==> config.mk <==
export PLATFORM = sky130hd
export DESIGN_NAME = uart_rx_fifo
export DESIGN_NICKNAME = d
export VERILOG_FILES = /design/src/rtl/uart_pkg.sv /design/src/rtl/uart_rx_fifo_fifo.sv /design/src/rtl/uart_rx_fifo.sv
export SDC_FILE = /design/constraint.sdc
export NUM_CORES = 1
export LEC_CHECK = 0
export CORE_ASPECT_RATIO = 0.9
export CORE_UTILIZATION = 25
export DETAILED_ROUTE_END_ITERATION = 12
export DONT_BUFFER_PORTS = 1
export PLACE_DENSITY = 0.46
export SLEW_MARGIN = 15
export SYNTH_ARGS = -nofsm -noshare
export SYNTH_HDL_FRONTEND = slang
export SYNTH_SLANG_ARGS = --single-unit
==> constraint.sdc <==
create_clock -name clk -period 2.2 [get_ports clk]
set_clock_uncertainty 0.1 [all_clocks]
set_input_delay 0.33 -clock clk [delete_from_list [all_inputs] [get_ports clk]]
set_output_delay 0.33 -clock clk [all_outputs]
set_load 0.01 [all_outputs]
==> src/rtl/uart_pkg.sv <==
// Shared defaults and receiver state encoding for the UART RX + FIFO slice.
package uart_pkg;

    localparam int DBIT_DEF    = 8;
    localparam int SB_TICK_DEF = 16;
    localparam int DVSR_DEF    = 27;
    localparam int FIFO_W_DEF  = 2;

    typedef enum logic [1:0] {
        IDLE,
        START,
        DATA,
        STOP
    } rx_state_t;

endpackage

==> src/rtl/uart_rx_fifo_fifo.sv <==
// First-word-fall-through FIFO with registered full/empty flags.
module fifo #(
    parameter int B = 8,
    parameter int W = 2
) (
    input  logic         clk,
    input  logic         reset_pin,
    input  logic         rd,
    input  logic         wr,
    input  logic [B-1:0] w_data,
    output logic         empty,
    output logic         full,
    output logic [B-1:0] r_data
);

    logic [B-1:0] array_reg [0:2**W-1];
    logic [W-1:0] w_ptr, r_ptr;
    logic [W-1:0] w_succ, r_succ;
    logic         do_rd, do_wr;

    // A write into a full FIFO is accepted only when a pop frees a slot in the same cycle.
    assign do_rd  = rd & ~empty;
    assign do_wr  = wr & (~full | do_rd);
    assign w_succ = w_ptr + W'(1);
    assign r_succ = r_ptr + W'(1);
    assign r_data = array_reg[r_ptr];

    always_ff @(posedge clk) begin
        if (do_wr)
            array_reg[w_ptr] <= w_data;
    end

    always_ff @(posedge clk or negedge reset_pin) begin
        if (!reset_pin) begin
            w_ptr <= '0;
            r_ptr <= '0;
            empty <= 1'b1;
            full  <= 1'b0;
        end else begin
            case ({do_wr, do_rd})
                2'b01: begin
                    r_ptr <= r_succ;
                    full  <= 1'b0;
                    empty <= (r_succ == w_ptr);
                end
                2'b10: begin
                    w_ptr <= w_succ;
                    empty <= 1'b0;
                    full  <= (w_succ == r_ptr);
                end
                2'b11: begin
                    w_ptr <= w_succ;
                    r_ptr <= r_succ;
                end
                default: ;
            endcase
        end
    end

endmodule

==> src/rtl/uart_rx_fifo.sv <==
// 8N1 UART receiver with 16x oversampling and internal baud tick, feeding a small RX FIFO.
module uart_rx_fifo
    import uart_pkg::*;
#(
    parameter int DBIT    = DBIT_DEF,
    parameter int SB_TICK = SB_TICK_DEF,
    parameter int DVSR    = DVSR_DEF,
    parameter int FIFO_W  = FIFO_W_DEF
) (
    input  logic            clk,
    input  logic            reset_pin,
    input  logic            rx,
    input  logic            rd_rx_pin,
    output logic [DBIT-1:0] r_data,
    output logic            rx_empty,
    output logic            rx_full,
    output logic            rx_busy
);

    localparam int CW = (DVSR > 1) ? $clog2(DVSR) : 1;
    localparam int NW = (DBIT > 1) ? $clog2(DBIT) : 1;

    logic [CW-1:0]   tick_cnt;
    logic            s_tick;
    logic            rx_meta, rx_sync;
    logic            rd_prev, rd_pop;
    logic            rx_done;

    rx_state_t       state, state_next;
    logic [3:0]      s_reg, s_next;
    logic [NW-1:0]   n_reg, n_next;
    logic [DBIT-1:0] b_reg, b_next;

    assign s_tick = (tick_cnt == CW'(DVSR - 1));

    always_ff @(posedge clk or negedge reset_pin) begin
        if (!reset_pin)
            tick_cnt <= '0;
        else if (s_tick)
            tick_cnt <= '0;
        else
            tick_cnt <= tick_cnt + CW'(1);
    end

    always_ff @(posedge clk or negedge reset_pin) begin
        if (!reset_pin) begin
            rx_meta <= 1'b1;
            rx_sync <= 1'b1;
            rd_prev <= 1'b1;
        end else begin
            rx_meta <= rx;
            rx_sync <= rx_meta;
            rd_prev <= rd_rx_pin;
        end
    end

    // One pop per low pulse, however long the strobe is held.
    assign rd_pop = rd_prev & ~rd_rx_pin;

    always_ff @(posedge clk or negedge reset_pin) begin
        if (!reset_pin) begin
            state <= IDLE;
            s_reg <= '0;
            n_reg <= '0;
            b_reg <= '0;
        end else begin
            state <= state_next;
            s_reg <= s_next;
            n_reg <= n_next;
            b_reg <= b_next;
        end
    end

    always_comb begin
        state_next = state;
        s_next     = s_reg;
        n_next     = n_reg;
        b_next     = b_reg;
        rx_done    = 1'b0;
        case (state)
            IDLE: begin
                if (!rx_sync) begin
                    state_next = START;
                    s_next     = '0;
                end
            end
            START: begin
                if (s_tick) begin
                    if (s_reg == 4'd7) begin
                        state_next = DATA;
                        s_next     = '0;
                        n_next     = '0;
                    end else begin
                        s_next = s_reg + 4'd1;
                    end
                end
            end
            DATA: begin
                if (s_tick) begin
                    if (s_reg == 4'd15) begin
                        s_next = '0;
                        b_next = {rx_sync, b_reg[DBIT-1:1]};
                        if (n_reg == NW'(DBIT - 1))
                            state_next = STOP;
                        else
                            n_next = n_reg + NW'(1);
                    end else begin
                        s_next = s_reg + 4'd1;
                    end
                end
            end
            STOP: begin
                if (s_tick) begin
                    if (s_reg == 4'(SB_TICK - 1)) begin
                        state_next = IDLE;
                        rx_done    = 1'b1;
                    end else begin
                        s_next = s_reg + 4'd1;
                    end
                end
            end
            default: state_next = IDLE;
        endcase
    end

    assign rx_busy = (state != IDLE);

    fifo #(
        .B(DBIT),
        .W(FIFO_W)
    ) fifo_unit (
        .clk      (clk),
        .reset_pin(reset_pin),
        .rd       (rd_pop),
        .wr       (rx_done),
        .w_data   (b_reg),
        .empty    (rx_empty),
        .full     (rx_full),
        .r_data   (r_data)
    );

endmodule

==> impl_metrics.json <==
{
  "cts_tree": "built",
  "vdd_drop_max_mv": 0.3994,
  "synthDistinctLibCells": 41,
  "antenna_found_initial": 0,
  "synth_area_leader_cell": "edfxtp_1",
  "std_cell_rows": 36,
  "clock_sinks": 63,
  "grt_max_degree": 32,
  "p_per_area_nw_per_um2": 861.2,
  "area_growth_pct": 22.38,
  "rsz0062_at_grt": "false",
  "grt_pass1_wl_um": 8273,
  "synth_async_sr_flop_share": 0.4921,
  "power_frac_comb": 0.091,
  "drive_gt1_frac": 0.2936,
  "p_int_w": 0.002326,
  "status": "finished clean",
  "largest_register_ffs": 32,
  "place_hpwl_um": 3256,
  "post_drt_wl_per_cell_um": 13.24,
  "place_area_um2": 3131,
  "drt_iter0_drc": 42,
  "dieWidth_um": 114.7,
  "first_global_vias": 1589,
  "ys_warn_count": 0,
  "ios": 15,
  "p_sw_w": 0.0006845,
  "clockBufferDepth": 2,
  "setup_tns_ns": 0,
  "fin_area_um2": 3496,
  "final_antenna_net_count": 0,
  "synth_area_leaders": "edfxtp_1, dfrtp_1, ha_1",
  "die_y_um": 103.4,
  "pre_cts_slack_ns": 0.09218,
  "dieArea_um2": 11860,
  "final_hold_viol_count": 0,
  "path_clk_slew_ns": 0.05,
  "viasPerCell": 4.065,
  "io_buffer_count": 0,
  "synth_seq_cells": 63,
  "drv_slew": 0,
  "syn_area_per_cell_um2": 15.11,
  "power_frac_seq": 0.436,
  "yosysSeqAreaShare": 0.6097,
  "syn_area_um2": 2856,
  "swShare": 0.2274,
  "finalSetupViolations": 0,
  "synthFlopType": "edfxtp_1",
  "drt-total-wl_um": 4900,
  "vias": 1504,
  "cts_max_level": 3,
  "grt_overflow": 0,
  "drc_errors": 0,
  "cap_viol_max_count": 0,
  "end_kind": "flop",
  "worstPathMaxFanout": 6,
  "clk_latency_ns": 0.33,
  "root_buffer": "clkbuf_16",
  "ctsResizeCount": 0,
  "start_kind": "flop",
  "crit_arrival_ns": 2.23,
  "clkPwrFrac": 0.473,
  "worst_pin_slew_ns": 0.3595,
  "drt_first_pass_iters": 4,
  "synth_nets": 209,
  "synth_top_area_share": 0.3364,
  "gr-usage-all-layers": 0.09723,
  "start_util": 0.2599,
  "place_congestion": 0.7275,
  "crit_type": "flop to flop",
  "synthCells": 189,
  "required_ns": 2.31,
  "diodes": 0,
  "setup_ws_ns": 0.08226,
  "core_um2": 10990,
  "power.leakage_nw": 1.456,
  "cts_buffers": 9,
  "hold_depth": 2,
  "synth-edff-count": 32,
  "fin_crit_sh": 0.9626,
  "maxSlewHeadroom": 0.7578,
  "num-nets-final": 233,
  "rr_worst_depth": 7,
  "period_needed_ns": 2.118,
  "fmax_ghz": 0.4722,
  "hold_path.class": "input port to flop"
}
## cells by family after synthesis
kind of cell / after synthesis / share of synthesized area
AO/OA/AOI/OAI: 17 / 0.04467
flip-flops: 63 / 0.6097
adder cells (fa/ha/maj): 16 / 0.07008
multiplexers: 23 / 0.1310
XOR/XNOR: 7 / 0.02146
buffers and inverters: 17 / 0.02803
AND/OR/NAND/NOR: 46 / 0.09506
## final timing paths
kind	startpoint	end	slack (ns)
min in group asynchronous	reset_pin	s_reg[2]$_DFFE_PN0P_	0.38
max in group asynchronous	reset_pin	fifo_unit.empty$_DFFE_PN1P_	1.37
setup / recovery	tick_cnt[1]$_DFF_PN0_	fifo_unit.w_ptr[1]$_DFFE_PN0P_	0.08
hold reg to reg	rx_meta$_DFF_PN1_	rx_sync$_DFF_PN1_	0.25
hold / removal	rd_rx_pin	fifo_unit.r_ptr[0]$_DFFE_PN0P_	0.17
setup reg to reg	tick_cnt[1]$_DFF_PN0_	fifo_unit.w_ptr[1]$_DFFE_PN0P_	0.08
## power groups by stage
stage	sequential, W	combinational, W	clock (W)
floorplan	0.00132	0.000197	0
global placement	0.00134	0.000267	0
detailed placement	0.00134	0.000262	0
CTS	0.00132	0.000285	0.00146
global route	0.00132	0.000309	0.00151
finish	0.00131	0.000274	0.00142
## layout make-up
type / instances / area, um^2
Fill cell: 1109 / 7495
Sequential cell: 63 / 1742
Multi-Input combinational cell: 109 / 1044
Clock buffer: 10 / 239.0
Tap cell: 152 / 190.2
Timing Repair Buffer: 18 / 167.7
Clock inverter: 6 / 68.82
Inverter: 12 / 45.04
## critical path, cell delays in order (launching register included)
cell     delay [ns]
dfrtp_1        0.39
ha_1           0.20
and4b_1        0.22
and4_4         0.22
and3_4         0.19
ha_2           0.19
nor2_2         0.14
mux2_2         0.34
## routing by layer
layer  up-vias  part of all wire  global-route usage
met1       733              0.48              0.1173
met4         0             0.022             0.05095
met3        11             0.048             0.04254
met5         -                 0                   0
met2        21              0.44              0.1483
li1        739                 -                   -
## cell usage after synthesis, types with 2 or more instances
cell type,instances
dfrtp_1,27
mux2_4,8
xnor2_1,6
mux4_2,8
mux2_2,3
nor2_1,9
nand2_1,11
nand3_1,6
ha_1,16
buf_6,2
nor2b_1,3
dfstp_2,4
and2_1,4
o21ai_0,7
clkbuf_1,2
inv_1,12
edfxtp_1,32
mux2i_1,4
o31ai_1,2
o211ai_1,2
## metrics by stage
step / total power (W) / util / hold slack [ns] / instances
final: 0.003011 / 0.3181 / 0.1656 / 370
after global routing: 0.003141 / 0.3181 / 0.1735 / 370
after CTS: 0.003066 / 0.3174 / 0.1596 / 369
after detailed placement: 0.001601 / 0.2848 / -0.06469 / 349
after global placement: 0.001608 / 0.2848 / -0.06467 / 349
after floorplan: 0.001517 / - / -0.06559 / 189
## cells in the final DEF, fill, tap and decap left out, types with 2 or more instances in the layout
master         count
and2_1             4
buf_12             2
buf_4             13
clkbuf_16          9
clkinv_4           2
dfrtp_1           27
dfstp_2            4
dlygate4sd3_1      3
edfxtp_1          32
ha_1              15
inv_1             12
mux2_2             3
mux2_4             8
mux2i_1            4
mux4_2             8
nand2_1           11
nand3_1            6
nor2_1             8
nor2b_1            3
o211ai_1           2
o21ai_0            7
o31ai_1            2
xnor2_1            6
## what timing repair did
item	in CTS	in global routing
hold buffers	4	0
setup endpoints to repair	0	1
endpoints found under the hold margin	33	0
setup buffers	0	1
No activity file was read; power rests on OpenSTA's default activity.
